$ cat config.mk
export PLATFORM = sky130hd
export DESIGN_NAME = alu_operand_stage_flat
export DESIGN_NICKNAME = d
export VERILOG_FILES = /design/src/rtl/alu_operand_stage_if.sv /design/src/rtl/alu_operand_stage.sv /design/src/flat_wrapper.sv
export SDC_FILE = /design/constraint.sdc
export NUM_CORES = 1
export LEC_CHECK = 0
export CELL_PAD_IN_SITES_DETAIL_PLACEMENT = 2
export CELL_PAD_IN_SITES_GLOBAL_PLACEMENT = 2
export CORE_MARGIN = 10
export CORE_UTILIZATION = 32
export CTS_BUF_LIST = sky130_fd_sc_hd__clkbuf_4 sky130_fd_sc_hd__clkbuf_8
export CTS_CLUSTER_DIAMETER = 60
export CTS_CLUSTER_SIZE = 28
export DETAILED_ROUTE_END_ITERATION = 10
export PLACE_DENSITY = 0.95
export REMOVE_ABC_BUFFERS = 1
export SLEW_MARGIN = 0
export SYNTH_ARGS = -nofsm -noshare
export SYNTH_HDL_FRONTEND = slang
export SYNTH_SLANG_ARGS = --single-unit
$ cat constraint.sdc
create_clock -name clk -period 14.1 [get_ports clk]
set_clock_uncertainty 0.15 [all_clocks]
set_input_delay 2.82 -clock clk [delete_from_list [all_inputs] [get_ports clk]]
set_output_delay 2.82 -clock clk [all_outputs]
set_load 0.005 [all_outputs]
$ cat src/rtl/alu_operand_stage_if.sv
// Handshake and operand bus between ID/EX, the operand stage and the execute units.
// The master drives ops in and consumes operands; the slave is the operand stage.
interface alu_operand_stage_if #(
    parameter int XLEN = 32,
    parameter int NFWD = 2,
    parameter int SELW = 2,
    parameter int TAGW = 8
);
    logic                 in_valid;
    logic                 in_ready;
    logic [XLEN-1:0]      rs1_data;
    logic [XLEN-1:0]      rs2_data;
    logic [XLEN-1:0]      pc;
    logic [XLEN-1:0]      imm;
    logic [NFWD*XLEN-1:0] fwd_data;
    logic [SELW-1:0]      fwd_sel_a;
    logic [SELW-1:0]      fwd_sel_b;
    logic [1:0]           op1_mode;
    logic [1:0]           op2_mode;
    logic [TAGW-1:0]      in_tag;
    logic                 out_valid;
    logic                 out_ready;
    logic [XLEN-1:0]      alu_op1;
    logic [XLEN-1:0]      alu_op2;
    logic [XLEN-1:0]      store_data;
    logic [TAGW-1:0]      out_tag;

    modport master (
        output in_valid, rs1_data, rs2_data, pc, imm, fwd_data,
               fwd_sel_a, fwd_sel_b, op1_mode, op2_mode, in_tag, out_ready,
        input  in_ready, out_valid, alu_op1, alu_op2, store_data, out_tag
    );

    modport slave (
        input  in_valid, rs1_data, rs2_data, pc, imm, fwd_data,
               fwd_sel_a, fwd_sel_b, op1_mode, op2_mode, in_tag, out_ready,
        output in_ready, out_valid, alu_op1, alu_op2, store_data, out_tag
    );
endinterface

$ cat src/rtl/alu_operand_stage.sv
// EX-stage operand select with forwarding, captured into a 2-entry skid buffer
// so forwarded values stay stable while the execute units stall.
module alu_operand_stage #(
    parameter int XLEN = 32,
    parameter int NFWD = 2,
    parameter int SELW = 2,
    parameter int TAGW = 8
) (
    input logic               clk,
    input logic               rst,
    input logic               flush,
    alu_operand_stage_if.slave bus
);
    typedef enum logic [1:0] {EMPTY = 2'd0, ONE = 2'd1, TWO = 2'd2} state_t;

    typedef struct packed {
        logic [XLEN-1:0] op1;
        logic [XLEN-1:0] op2;
        logic [XLEN-1:0] sd;
        logic [TAGW-1:0] tag;
    } entry_t;

    state_t    r_state;
    entry_t    r_ent [2];

    logic      [XLEN-1:0] w_rs1;
    logic      [XLEN-1:0] w_rs2;
    entry_t    w_new;
    logic      w_in_ready;
    logic      w_out_valid;
    logic      w_push;
    logic      w_pop;

    // Selects beyond NFWD fall back to register-file data.
    always_comb begin
        w_rs1 = bus.rs1_data;
        w_rs2 = bus.rs2_data;
        for (int unsigned k = 1; k <= NFWD; k++) begin
            if (bus.fwd_sel_a == SELW'(k)) w_rs1 = bus.fwd_data[(k-1)*XLEN +: XLEN];
            if (bus.fwd_sel_b == SELW'(k)) w_rs2 = bus.fwd_data[(k-1)*XLEN +: XLEN];
        end
    end

    always_comb begin
        w_new     = '0;
        w_new.sd  = w_rs2;
        w_new.tag = bus.in_tag;
        case (bus.op1_mode)
            2'b00:   w_new.op1 = w_rs1;
            2'b01:   w_new.op1 = bus.pc;
            default: w_new.op1 = '0;
        endcase
        case (bus.op2_mode)
            2'b00:   w_new.op2 = w_rs2;
            2'b10:   w_new.op2 = XLEN'(4);
            default: w_new.op2 = bus.imm;
        endcase
    end

    assign w_in_ready  = rst && (r_state != TWO);
    assign w_out_valid = (r_state != EMPTY);
    assign w_push      = bus.in_valid && w_in_ready;
    assign w_pop       = w_out_valid && bus.out_ready;

    // Entry 0 is always the head, so outputs come straight from registers.
    always_ff @(posedge clk) begin
        if (!rst) begin
            r_state  <= EMPTY;
            r_ent[0] <= '0;
            r_ent[1] <= '0;
        end else if (flush) begin
            r_state <= EMPTY;
        end else begin
            case (r_state)
                EMPTY: begin
                    if (w_push) begin
                        r_ent[0] <= w_new;
                        r_state  <= ONE;
                    end
                end
                ONE: begin
                    if (w_push && w_pop) begin
                        r_ent[0] <= w_new;
                    end else if (w_push) begin
                        r_ent[1] <= w_new;
                        r_state  <= TWO;
                    end else if (w_pop) begin
                        r_state <= EMPTY;
                    end
                end
                TWO: begin
                    if (w_pop) begin
                        r_ent[0] <= r_ent[1];
                        r_state  <= ONE;
                    end
                end
                default: r_state <= EMPTY;
            endcase
        end
    end

    assign bus.in_ready   = w_in_ready;
    assign bus.out_valid  = w_out_valid;
    assign bus.alu_op1    = r_ent[0].op1;
    assign bus.alu_op2    = r_ent[0].op2;
    assign bus.store_data = r_ent[0].sd;
    assign bus.out_tag    = r_ent[0].tag;
endmodule

$ cat src/flat_wrapper.sv
// flat-port wrapper written by rule: the top's interface ports become plain ports
module alu_operand_stage_flat 
#(
    parameter int XLEN = 32,
    parameter int NFWD = 2,
    parameter int SELW = 2,
    parameter int TAGW = 8
)
  (clk, rst, flush, bus_in_valid, bus_rs1_data, bus_rs2_data, bus_pc, bus_imm, bus_fwd_data, bus_fwd_sel_a, bus_fwd_sel_b, bus_op1_mode, bus_op2_mode, bus_in_tag, bus_out_ready, bus_in_ready, bus_out_valid, bus_alu_op1, bus_alu_op2, bus_store_data, bus_out_tag);
  alu_operand_stage_if #(.XLEN(XLEN), .NFWD(NFWD), .SELW(SELW), .TAGW(TAGW)) bus_i ();
  input logic clk;
  input logic rst;
  input logic flush;
  input wire logic [$bits(bus_i.in_valid)-1:0] bus_in_valid;
  input wire logic [$bits(bus_i.rs1_data)-1:0] bus_rs1_data;
  input wire logic [$bits(bus_i.rs2_data)-1:0] bus_rs2_data;
  input wire logic [$bits(bus_i.pc)-1:0] bus_pc;
  input wire logic [$bits(bus_i.imm)-1:0] bus_imm;
  input wire logic [$bits(bus_i.fwd_data)-1:0] bus_fwd_data;
  input wire logic [$bits(bus_i.fwd_sel_a)-1:0] bus_fwd_sel_a;
  input wire logic [$bits(bus_i.fwd_sel_b)-1:0] bus_fwd_sel_b;
  input wire logic [$bits(bus_i.op1_mode)-1:0] bus_op1_mode;
  input wire logic [$bits(bus_i.op2_mode)-1:0] bus_op2_mode;
  input wire logic [$bits(bus_i.in_tag)-1:0] bus_in_tag;
  input wire logic [$bits(bus_i.out_ready)-1:0] bus_out_ready;
  output wire logic [$bits(bus_i.in_ready)-1:0] bus_in_ready;
  output wire logic [$bits(bus_i.out_valid)-1:0] bus_out_valid;
  output wire logic [$bits(bus_i.alu_op1)-1:0] bus_alu_op1;
  output wire logic [$bits(bus_i.alu_op2)-1:0] bus_alu_op2;
  output wire logic [$bits(bus_i.store_data)-1:0] bus_store_data;
  output wire logic [$bits(bus_i.out_tag)-1:0] bus_out_tag;
  assign bus_i.in_valid = bus_in_valid;
  assign bus_i.rs1_data = bus_rs1_data;
  assign bus_i.rs2_data = bus_rs2_data;
  assign bus_i.pc = bus_pc;
  assign bus_i.imm = bus_imm;
  assign bus_i.fwd_data = bus_fwd_data;
  assign bus_i.fwd_sel_a = bus_fwd_sel_a;
  assign bus_i.fwd_sel_b = bus_fwd_sel_b;
  assign bus_i.op1_mode = bus_op1_mode;
  assign bus_i.op2_mode = bus_op2_mode;
  assign bus_i.in_tag = bus_in_tag;
  assign bus_i.out_ready = bus_out_ready;
  assign bus_in_ready = bus_i.in_ready;
  assign bus_out_valid = bus_i.out_valid;
  assign bus_alu_op1 = bus_i.alu_op1;
  assign bus_alu_op2 = bus_i.alu_op2;
  assign bus_store_data = bus_i.store_data;
  assign bus_out_tag = bus_i.out_tag;
  alu_operand_stage #(.XLEN(XLEN), .NFWD(NFWD), .SELW(SELW), .TAGW(TAGW)) u_core (.clk(clk), .rst(rst), .flush(flush), .bus(bus_i));
endmodule
==> results.md, run 1 <==
* Status: finished clean
* Hold endpoint: u_core.r_ent[0][6]$_DFFE_PP_
* Share of layout cells above drive strength 1 at 11.3%
* Fraction of registers with async set/reset at 0%
* Final Hold Viols at 0
* Crit path max-delay family: buffers and inverters
* Clock Tree Buf Depth at 3
* CP required at 11.13 ns
* Vias in the first global route at 9754
* Fmax at 0.138 GHz
* CTS root buf: clkbuf_8
* Setup Fix Bufs, Post-CTS at 0
* Min Hold Slack at 0.387 ns
* Dpl cell area at 0.0143 mm^2
* Cells along the critical path: clkdlybuf4s50_1 > nor2b_1 > clkdlybuf4s50_1
* Net Switching at 381 uW
* Critical Path AT at 4.28 ns
* Final setup vio count at 0
* # resized after CTS at 0
* Share of power burned in the clock network at 30.6%
* Hold Path Class: reg2reg
* DIE AREA at 0.0418 mm^2
* Syn avg cell area at 12.8 um^2
* RSZ-0062 raised after global routing: no
* Yosys reg bits at 210
* Post-synth EDFFs at 208
* Die H at 204 um
* Worst R2R Start: u_core.r_state[1]$_SDFFE_PP0P_
* Power share of the combinational group at 17.5%
* Worst-path fanout max at 7
* Total wire length at 43.1 mm
* Num rows at 67
* Final instance area at 0.0148 mm^2
* Area leader, netlist: edfxtp_1
* Top cells by area, synth: edfxtp_1 57%, mux2i_1 12%, mux2_2 6.6%
* Startpoint Class: input port
* Most common cell after layout, fill and taps aside: clkdlybuf4s50_1
* Switching share of power at 26.9%
* Initial DRC count at 380
* H-tree depth at 1
* Top_reg_cell synth: edfxtp_1
* Most frequent CP cell: clkdlybuf4s50_1
* DR WL/cell at 27.2 um
* CTS Sinks at 210
* CP bufs+invs at 2
* Post-layout nets at 1334
* Max stage delay cell, worst path: clkdlybuf4s50_1
* CTS tree: yes
* DR vias/cell at 5.38
* Worst Reg-to-Reg Cells at 5
* Crit path largest cell delay at 0.74 ns
* Max-slew violation count at 0
* IO buf count at 318
* Initial Util at 32.4%
* DRC at 0
* First-pass GRT wire length at 64.2 mm
* HPWL after DPL at 30.2 mm
* Post-route ant nets at 0
* Worst Min Path Start: u_core.r_ent[1][6]$_DFFE_PP_
* Max-Cap Viols at 0
* CORE AREA at 0.0335 mm^2
* Leakage power at 0.00535 uW
* Total CTS buffers at 18
* Synth top area share at 57.4%
* Slew HR at 19.5%
* RR Endpoint: u_core.r_ent[0][92]$_DFFE_PP_
* Hold path depth at 1
* Vias post-DR at 8525
* Syn-to-layout area delta at 35.9%
* Final Cycle Share at 51.4%
* CP Class: in2out
* Seq pwr share at 51.9%
* Fin crit period at 7.25 ns
* Unique cell type count in the Yosys netlist at 38
* Seq/Total Area, Yosys at 57.8%
* Setup TNS at 0 ns
* Yosys Warn Count at 0
* Fillers at 3365
* Largest net degree at the start of global routing at 65
* Power density cells at 95.8 mW/mm^2
* CTS Hold Bufs at 0
* Worst skew pair latency at 0.54 ns
* R2R setup slack at 11.15 ns
* Post-Syn Area at 0.0109 mm^2
* DR pass1 iterations at 5
* Grt ovf at 0
* Cell count after synthesis at 848
* Maximum vdd ir drop at 0.0000478 V
* Commonest cells after routing, fill and taps aside: 312 x clkdlybuf4s50_1, 208 x edfxtp_1, 127 x mux2i_1, 127 x nand3_1, 64 x mux2_2
* Ports at 319
* Clk pin slew, worst setup/hold paths at 0.13 ns
* Internal Power at 1040 uW
* Worst-margin pin slew at 1.21 ns
* Final Core Density at 44.1%
* CP endpoint kind: output pin
* DIE WIDTH at 204 um
* Initial antenna violation count at 3
* Pwr Total at 1420 uW
* RePlAce Congestion at 0.759
* GRT Util Overall at 20.0%
[worst max path at each step]
stage	startpoint	endpoint	slack [ns]	cells past startpoint
after floorplan	bus_out_ready	u_core.r_ent[1][0]$_DFFE_PP_	2.62	2
after global placement	rst	bus_in_ready	6.95	3
after detailed placement	rst	bus_in_ready	6.86	3
after CTS	rst	bus_in_ready	6.85	3
after global routing	rst	bus_in_ready	6.83	3
final	rst	bus_in_ready	6.85	3
[synth_stat cells, drive strengths merged, types with 2 or more instances]
cell type  instances
nor2b              5
and3               2
nand2              5
dfxtp              2
o2bb2ai           31
clkbuf            24
nand3            127
o21ai             64
or2                2
mux2i            127
mux2              64
and2               9
o211ai            63
a21o               8
nor2              32
nor4               2
and4bb             2
a21oi              4
buf               54
nand2b             3
edfxtp           208
[sequential cells by signal, indices dropped and copies added (netlist names)]
signal	cells
u_core.r_ent	208
u_core.r_state	2
[worst register-to-register path, stage by stage (launching register included)]
cell and delay, ns:
dfxtp_1 0.57, and3b_1 0.22, a21oi_1 0.06, o21ai_4 0.14
buf_4 0.57, buf_4 0.83
[metrics by stage]
step                      instances  worst slack [ns]
final                          1585              6.85
after global routing           1583              6.83
after CTS                      1581              6.85
after detailed placement       1549              6.86
after global placement         1549              6.95
after floorplan                 770              2.62
[cell type report]
class	count	area, um^2	share of cell area [%]
antenna	4	10.0	0.0677
timing repair buffer	331	3260	22.0
tap	448	561	3.79
clock inverter	13	190	1.29
clock buffer	19	262	1.77
multi-input combinational	560	4220	28.6
sequential	210	6290	42.5
[cells by family (layout without fill, tap and decap cells)]
family | count (synthesis) | after routing | share of synthesized area (%)
DFF | 210 | 210 | 57.8
and+or+nand+nor | 195 | 195 | 9.14
muxes | 191 | 191 | 18.3
AOI/OAI and AO/OA | 174 | 174 | 10.9
buffers and inverters | 78 | 363 | 3.90
other | 0 | 4 | 0
[layer usage]
layer	track usage, %	share of wire [%]	vias to the layer above
met5	0	0	-
met4	5.13	2.3	0
met3	4.74	5.8	51
li1	-	-	3869
met1	23.0	39	4363
met2	36.4	53	242
[power groups by stage]
| stage | clock, uW | sequential, uW | combinational [uW] |
|---|---|---|---|
| after global placement | 0 | 746 | 238 |
| final | 433 | 735 | 248 |
| after CTS | 449 | 736 | 252 |
| after floorplan | 0 | 757 | 76.2 |
| after detailed placement | 0 | 750 | 250 |
| after global routing | 469 | 739 | 266 |
Power figures use the tool's default switching activity.
==> run 2: changes to the inputs <==
==> constraint.sdc (replaced) <==
create_clock -name clk -period 6.75 [get_ports clk]
set_clock_uncertainty 0.15 [all_clocks]
set_input_delay 1.35 -clock clk [delete_from_list [all_inputs] [get_ports clk]]
set_output_delay 1.35 -clock clk [all_outputs]
set_load 0.005 [all_outputs]
==> run 2 against run 1 <==
Against the previous run:
- register-to-register slack worse by 7.7 ns
- core utilization is 0.18 points higher
- die area stayed put
- clock power is 130% higher
- combinational power is 110% higher
- global-route usage is 0.074 points lower
- critical path depth is 1 higher
- final cell count is 0.44% higher
- critical path type is now in2reg
==> results.md, run 2 (same netlist as run 1, synthesis figures left out) <==
* Fillers at 3342 (-0.68%)
* DR pass1 iterations at 4 (-1)
* DRC at 0 (unchanged)
* Maximum vdd ir drop at 0.0000919 V (+92%)
* Post-route ant nets at 0 (unchanged)
* Max FFs per register at 208 (unchanged)
* Clk pin slew, worst setup/hold paths at 0.09 ns (-0.04 ns)
* Crit path max-delay family: simple AND/OR/NAND/NOR gates
* Vias post-DR at 8614 (+1.0%)
* CP bufs+invs at 1 (-1)
* Initial DRC count at 474 (+25%)
* # resized after CTS at 0 (unchanged)
* CP Class: in2reg
* DR WL/cell at 27.1 um (-0.11%)
* DIE WIDTH at 204 um (unchanged)
* Top reg by flops: u_core.r_ent
* Max-slew violation count at 0 (unchanged)
* Crit path launch: rst
* Cells along the critical path: clkdlybuf4s50_1 > nor2b_4 > nand2_2 > o21ai_0
* Dpl cell area at 0.0143 mm^2 (about the same)
* Final instance area at 0.0148 mm^2 (+0.41%)
* Most common cell after layout, fill and taps aside: clkdlybuf4s50_1
* GRT Util Overall at 19.9% (-0.074 points)
* DR vias/cell at 5.41 (+0.60%)
* Share of layout cells above drive strength 1 at 11.8% (+0.46 points)
* Max-Cap Viols at 0 (unchanged)
* Grt ovf at 0 (unchanged)
* R2R setup slack at 3.47 ns (-7.68 ns)
* Post-route insts no fill at 1592 (+0.44%)
* IO buf count at 318 (unchanged)
* CTS Hold Bufs at 0 (unchanged)
* Largest regs: u_core.r_ent (208), u_core.r_state (2)
* CP required at 6.91 ns (-4.22 ns)
* Leakage power at 0.00539 uW (+0.72%)
* Max stage delay cell, worst path: nand2_2
* Final Core Density at 44.3% (+0.18 points)
* Die H at 204 um (unchanged)
* Startpoint Class: input port
* Total CTS buffers at 23 (+5)
* Post-Place Cells at 1547 (-0.13%)
* Largest net degree at the start of global routing at 66 (+1.5%)
* CTS root buf: clkbuf_8
* Worst-path fanout max at 64 (+57)
* First-pass GRT wire length at 64.2 mm (about the same)
* Syn-to-layout area delta at 36.5%
* Post-layout nets at 1337 (+0.22%)
* Fin crit period at 4.44 ns
* Final Cycle Share at 65.8%
* Fmax at 0.225 GHz
* Slew HR at 20.5% (+0.99 points)
* CTS Sinks at 210 (unchanged)
* Final setup vio count at 0 (unchanged)
* CP endpoint kind: flop
* Ports at 319 (unchanged)
* H-tree depth at 1 (unchanged)
* Worst Min Path Start: u_core.r_ent[1][1]$_DFFE_PP_
* Power density cells at 204 mW/mm^2 (+110%)
* Total wire length at 43.2 mm (+0.33%)
* RePlAce Congestion at 0.757 (-0.25%)
* Hold Path Class: reg2reg
* DIE AREA at 0.0418 mm^2 (unchanged)
* Setup Fix Bufs, Post-CTS at 0 (unchanged)
* Worst R2R Start: u_core.r_state[1]$_SDFFE_PP0P_
* HPWL after DPL at 30.4 mm (+0.64%)
* Worst-margin pin slew at 1.19 ns (-0.0190 ns)
* Pwr Total at 3030 uW (+110%)
* Commonest cells after routing, fill and taps aside: 312 x clkdlybuf4s50_1, 208 x edfxtp_1, 127 x mux2i_1, 127 x nand3_1, 64 x mux2_2
* Vias in the first global route at 9830 (+0.78%)
* Initial Util at 32.4% (unchanged)
* RSZ-0062 raised after global routing: no
* Final Hold Viols at 0 (unchanged)
* Initial antenna violation count at 3 (unchanged)
* Crit path largest cell delay at 1.00 ns (+0.26 ns)
* Clock Tree Buf Depth at 3 (unchanged)
* Worst skew pair latency at 0.55 ns (about the same)
* CTS tree: yes
* Critical Path AT at 4.60 ns (+0.32 ns)
* Status: finished clean
* CORE AREA at 0.0335 mm^2 (unchanged)
* Num rows at 67 (unchanged)
## run 2: worst register-to-register path, cell delays in order, from the launching register on
cell	delay [ns]
dfxtp_1	0.42
nor2b_4	0.91
nand2_2	1.01
o21ai_0	0.57
## run 2: final timing paths
kind | depth (start not counted) | end
worst min register to register | 1 | u_core.r_ent[0][1]$_DFFE_PP_
worst max-delay path | 4 | u_core.r_ent[1][93]$_DFFE_PP_
worst min-delay path | 1 | u_core.r_ent[0][1]$_DFFE_PP_
worst max register to register | 3 | u_core.r_ent[1][93]$_DFFE_PP_
## run 2: layout make-up
cell class	instances	area (um^2)	share of cell area, %
flip-flops and latches	210	6290	42.3
multi-input cells	560	4220	28.4
well taps	448	561	3.78
clock inverters	16	178	1.20
clock buffers	25	338	2.28
repair buffers	329	3250	21.9
diodes	4	10.0	0.0674
## run 2: through the flow
stage	setup TNS (ns)	hold WS, ns	worst slack [ns]
finish	0	0.383	2.31
CTS	0	0.388	2.26
global placement	0	0.349	2.06
global route	0	0.399	2.08
detailed placement	0	0.362	1.74
floorplan	-647.44	0.344	-3.26
## run 2: power by group
group	leakage (uW)	switching, uW	internal, uW	total (uW)
clock network	0.000264	538	440	977
registers	0.00223	27.7	1510	1540
logic	0.00290	246	271	517
## run 2: routing by layer
| layer | track usage (%) | vias up | part of all wire [%] |
|---|---|---|---|
| met5 | 0 | - | 0 |
| met4 | 4.58 | 0 | 1.9 |
| met3 | 4.66 | 47 | 6.1 |
| met2 | 36.5 | 264 | 53 |
| met1 | 22.9 | 4426 | 39 |
| li1 | - | 3877 | - |
==> run 3: changes to the inputs <==
==> constraint.sdc (replaced) <==
create_clock -name clk -period 4.21 [get_ports clk]
set_clock_uncertainty 0.15 [all_clocks]
set_input_delay 0.842 -clock clk [delete_from_list [all_inputs] [get_ports clk]]
set_output_delay 0.842 -clock clk [all_outputs]
set_load 0.005 [all_outputs]
==> run 3 against run 2 <==
Against the previous run:
- final cell count increased by 1.2%
- first-iteration DRC count down 29%
- wire length grew 2.9%
- non-clock buffer count up 18
- core utilization rose by 0.59 points
- total power up 57%
- critical path depth fell by 1
- combinational power grew 67%
- clock-buffer cell count shrank 2
- largest power group unchanged
==> results.md, run 3 (same netlist as run 1, synthesis figures left out) <==
* Total wire length at 44.5 mm (+2.9%)
* Max-Cap Viols at 0 (unchanged)
* Initial DRC count at 338 (-29%)
* # resized after CTS at 0 (unchanged)
* Leakage power at 0.00550 uW (+2.0%)
* HPWL after DPL at 32.5 mm (+6.8%)
* Total CTS buffers at 22 (-4.3%)
* First-pass GRT wire length at 65.3 mm (+1.7%)
* Most frequent CP cell: clkdlybuf4s50_1
* CTS Sinks at 210 (unchanged)
* Worst skew pair latency at 0.56 ns (about the same)
* Maximum vdd ir drop at 0.000173 V (+89%)
* GR Util met2 at 37.9% (+1.4 points)
* Hold path depth at 1 (unchanged)
* CP Class: in2out
* Pwr Total at 4760 uW (+57%)
* Final instance area at 0.0150 mm^2 (+1.3%)
* Worst-path fanout max at 7 (-89%)
* Final Core Density at 44.9% (+0.59 points)
* Initial Util at 32.4% (unchanged)
* Final Cycle Share at 76.9%
* Grt ovf at 0 (unchanged)
* Crit path largest cell delay at 0.71 ns (-0.29 ns)
* Dpl cell area at 0.0146 mm^2 (+1.6%)
* Final setup vio count at 0 (unchanged)
* H-tree depth at 1 (unchanged)
* Share of layout cells above drive strength 1 at 13.1% (+1.4 points)
* Fmax at 0.309 GHz
* IO buf count at 318 (unchanged)
* Setup Fix Bufs, Post-CTS at 0 (unchanged)
* Startpoint Class: input port
* Largest regs: u_core.r_ent (208), u_core.r_state (2)
* Ports at 319 (unchanged)
* Met1 usage at 22.3% (-0.62 points)
* Fin crit period at 3.24 ns
* Vias post-DR at 8783 (+2.0%)
* Max stage delay cell, worst path: clkdlybuf4s50_1
* Top reg by flops: u_core.r_ent
* Commonest cells after routing, fill and taps aside: 312 x clkdlybuf4s50_1, 208 x edfxtp_1, 127 x mux2i_1, 127 x nand3_1, 64 x mux2_2
* Die H at 204 um (unchanged)
* Met3 Resource Use GR at 5.34% (+0.68 points)
* GRT Util Overall at 20.4% (+0.52 points)
* Vias in the first global route at 10000 (+2.0%)
* Slew HR at 19.8% (-0.74 points)
* CP required at 3.22 ns (-3.69 ns)
* CP endpoint kind: output pin
* Worst-margin pin slew at 1.20 ns (+0.0153 ns)
* CORE AREA at 0.0335 mm^2 (unchanged)
* Post-route ant nets at 0 (unchanged)
* CTS tree: yes
* CTS root buf: clkbuf_8
* DR vias/cell at 5.45 (+0.76%)
* DR WL/cell at 27.6 um (+1.7%)
* DIE WIDTH at 204 um (unchanged)
* Status: finished clean
* Largest net degree at the start of global routing at 105 (+59%)
* Max-slew violation count at 0 (unchanged)
* DRC at 0 (unchanged)
* RSZ-0062 raised after global routing: no
* Most common cell after layout, fill and taps aside: clkdlybuf4s50_1
* DIE AREA at 0.0418 mm^2 (unchanged)
* Initial antenna violation count at 5 (+2)
* RePlAce Congestion at 0.750 (-0.95%)
* Clock Tree Buf Depth at 3 (unchanged)
* DR pass1 iterations at 5 (+1)
* Num rows at 67 (unchanged)
* Max FFs per register at 208 (unchanged)
* Hold Path Class: reg2reg
* Syn-to-layout area delta at 38.3%
* Final Hold Viols at 0 (unchanged)
* Critical Path AT at 2.25 ns (-2.35 ns)
* Post-layout nets at 1354 (+1.3%)
* Cells along the critical path: clkdlybuf4s50_1 > nor2b_1 > clkdlybuf4s50_1
* Power density cells at 316 mW/mm^2 (+55%)
* Clk pin slew, worst setup/hold paths at 0.09 ns (about the same)
* CTS Hold Bufs at 0 (unchanged)
* Layer with the highest usage: met2
* Worst Reg-to-Reg Cells at 4 (+1)
run 3: cell types whose count changed in the layout (fill, tap and decap cells not counted), moves of 2 or more:
| cell | delta |
|---|---|
| inv_6 | +3 |
| bufinv_16 | -2 |
| diode_2 | +2 |
| buf_12 | +8 |
| buf_4 | +10 |
| clkinv_8 | +2 |
run 3: path summary, 6_finish.rpt:
kind	to	slack [ns]	startpoint
worst max register to register	u_core.r_ent[0][80]$_DFFE_PP_	1.89	u_core.r_state[1]$_SDFFE_PP0P_
worst min-delay path	u_core.r_ent[0][4]$_DFFE_PP_	0.38	u_core.r_ent[1][4]$_DFFE_PP_
worst min register to register	u_core.r_ent[0][4]$_DFFE_PP_	0.38	u_core.r_ent[1][4]$_DFFE_PP_
worst max-delay path	bus_in_ready	0.97	rst
run 3: stage by stage:
step / worst slack [ns] / hold slack (ns) / instances / setup TNS, ns
6_report: 0.971 / 0.378 / 1611 / 0
3_3_place_gp: 0.963 / 0.351 / 1565 / 0
5_1_grt: 0.907 / 0.394 / 1607 / 0
4_1_cts: 0.944 / 0.384 / 1605 / 0
2_1_floorplan: -5.30 / 0.344 / 770 / -1071.05
3_5_place_dp: 0.792 / 0.365 / 1565 / 0
run 3: worst max-delay path, delay by kind of cell:
| kind | cells | cell delay [ns] |
|---|---|---|
| buf+inv | 2 | 1.22 |
| simple gates | 1 | 0.18 |
run 3: layer usage:
layer	vias to the layer above	part of all wire [%]
li1	3929	-
met1	4494	38
met2	293	53
met3	65	6.8
met4	2	2.5
met5	-	0.029
run 3: cell type report:
cell class	count	area [um^2]
fill	3347	18500
sequential	210	6290
multi-input combinational	560	4220
timing repair buffer	347	3490
tap	448	561
clock buffer	23	317
clock inverter	17	158
antenna	6	15.0
run 3: where the power goes:
group          leakage (uW)  total (uW)  switching (uW)  internal, uW
clock network      0.000243        1430             863           570
registers           0.00223        2460            41.0          2420
logic               0.00303         862             406           456
total               0.00550        4760            1310          3450
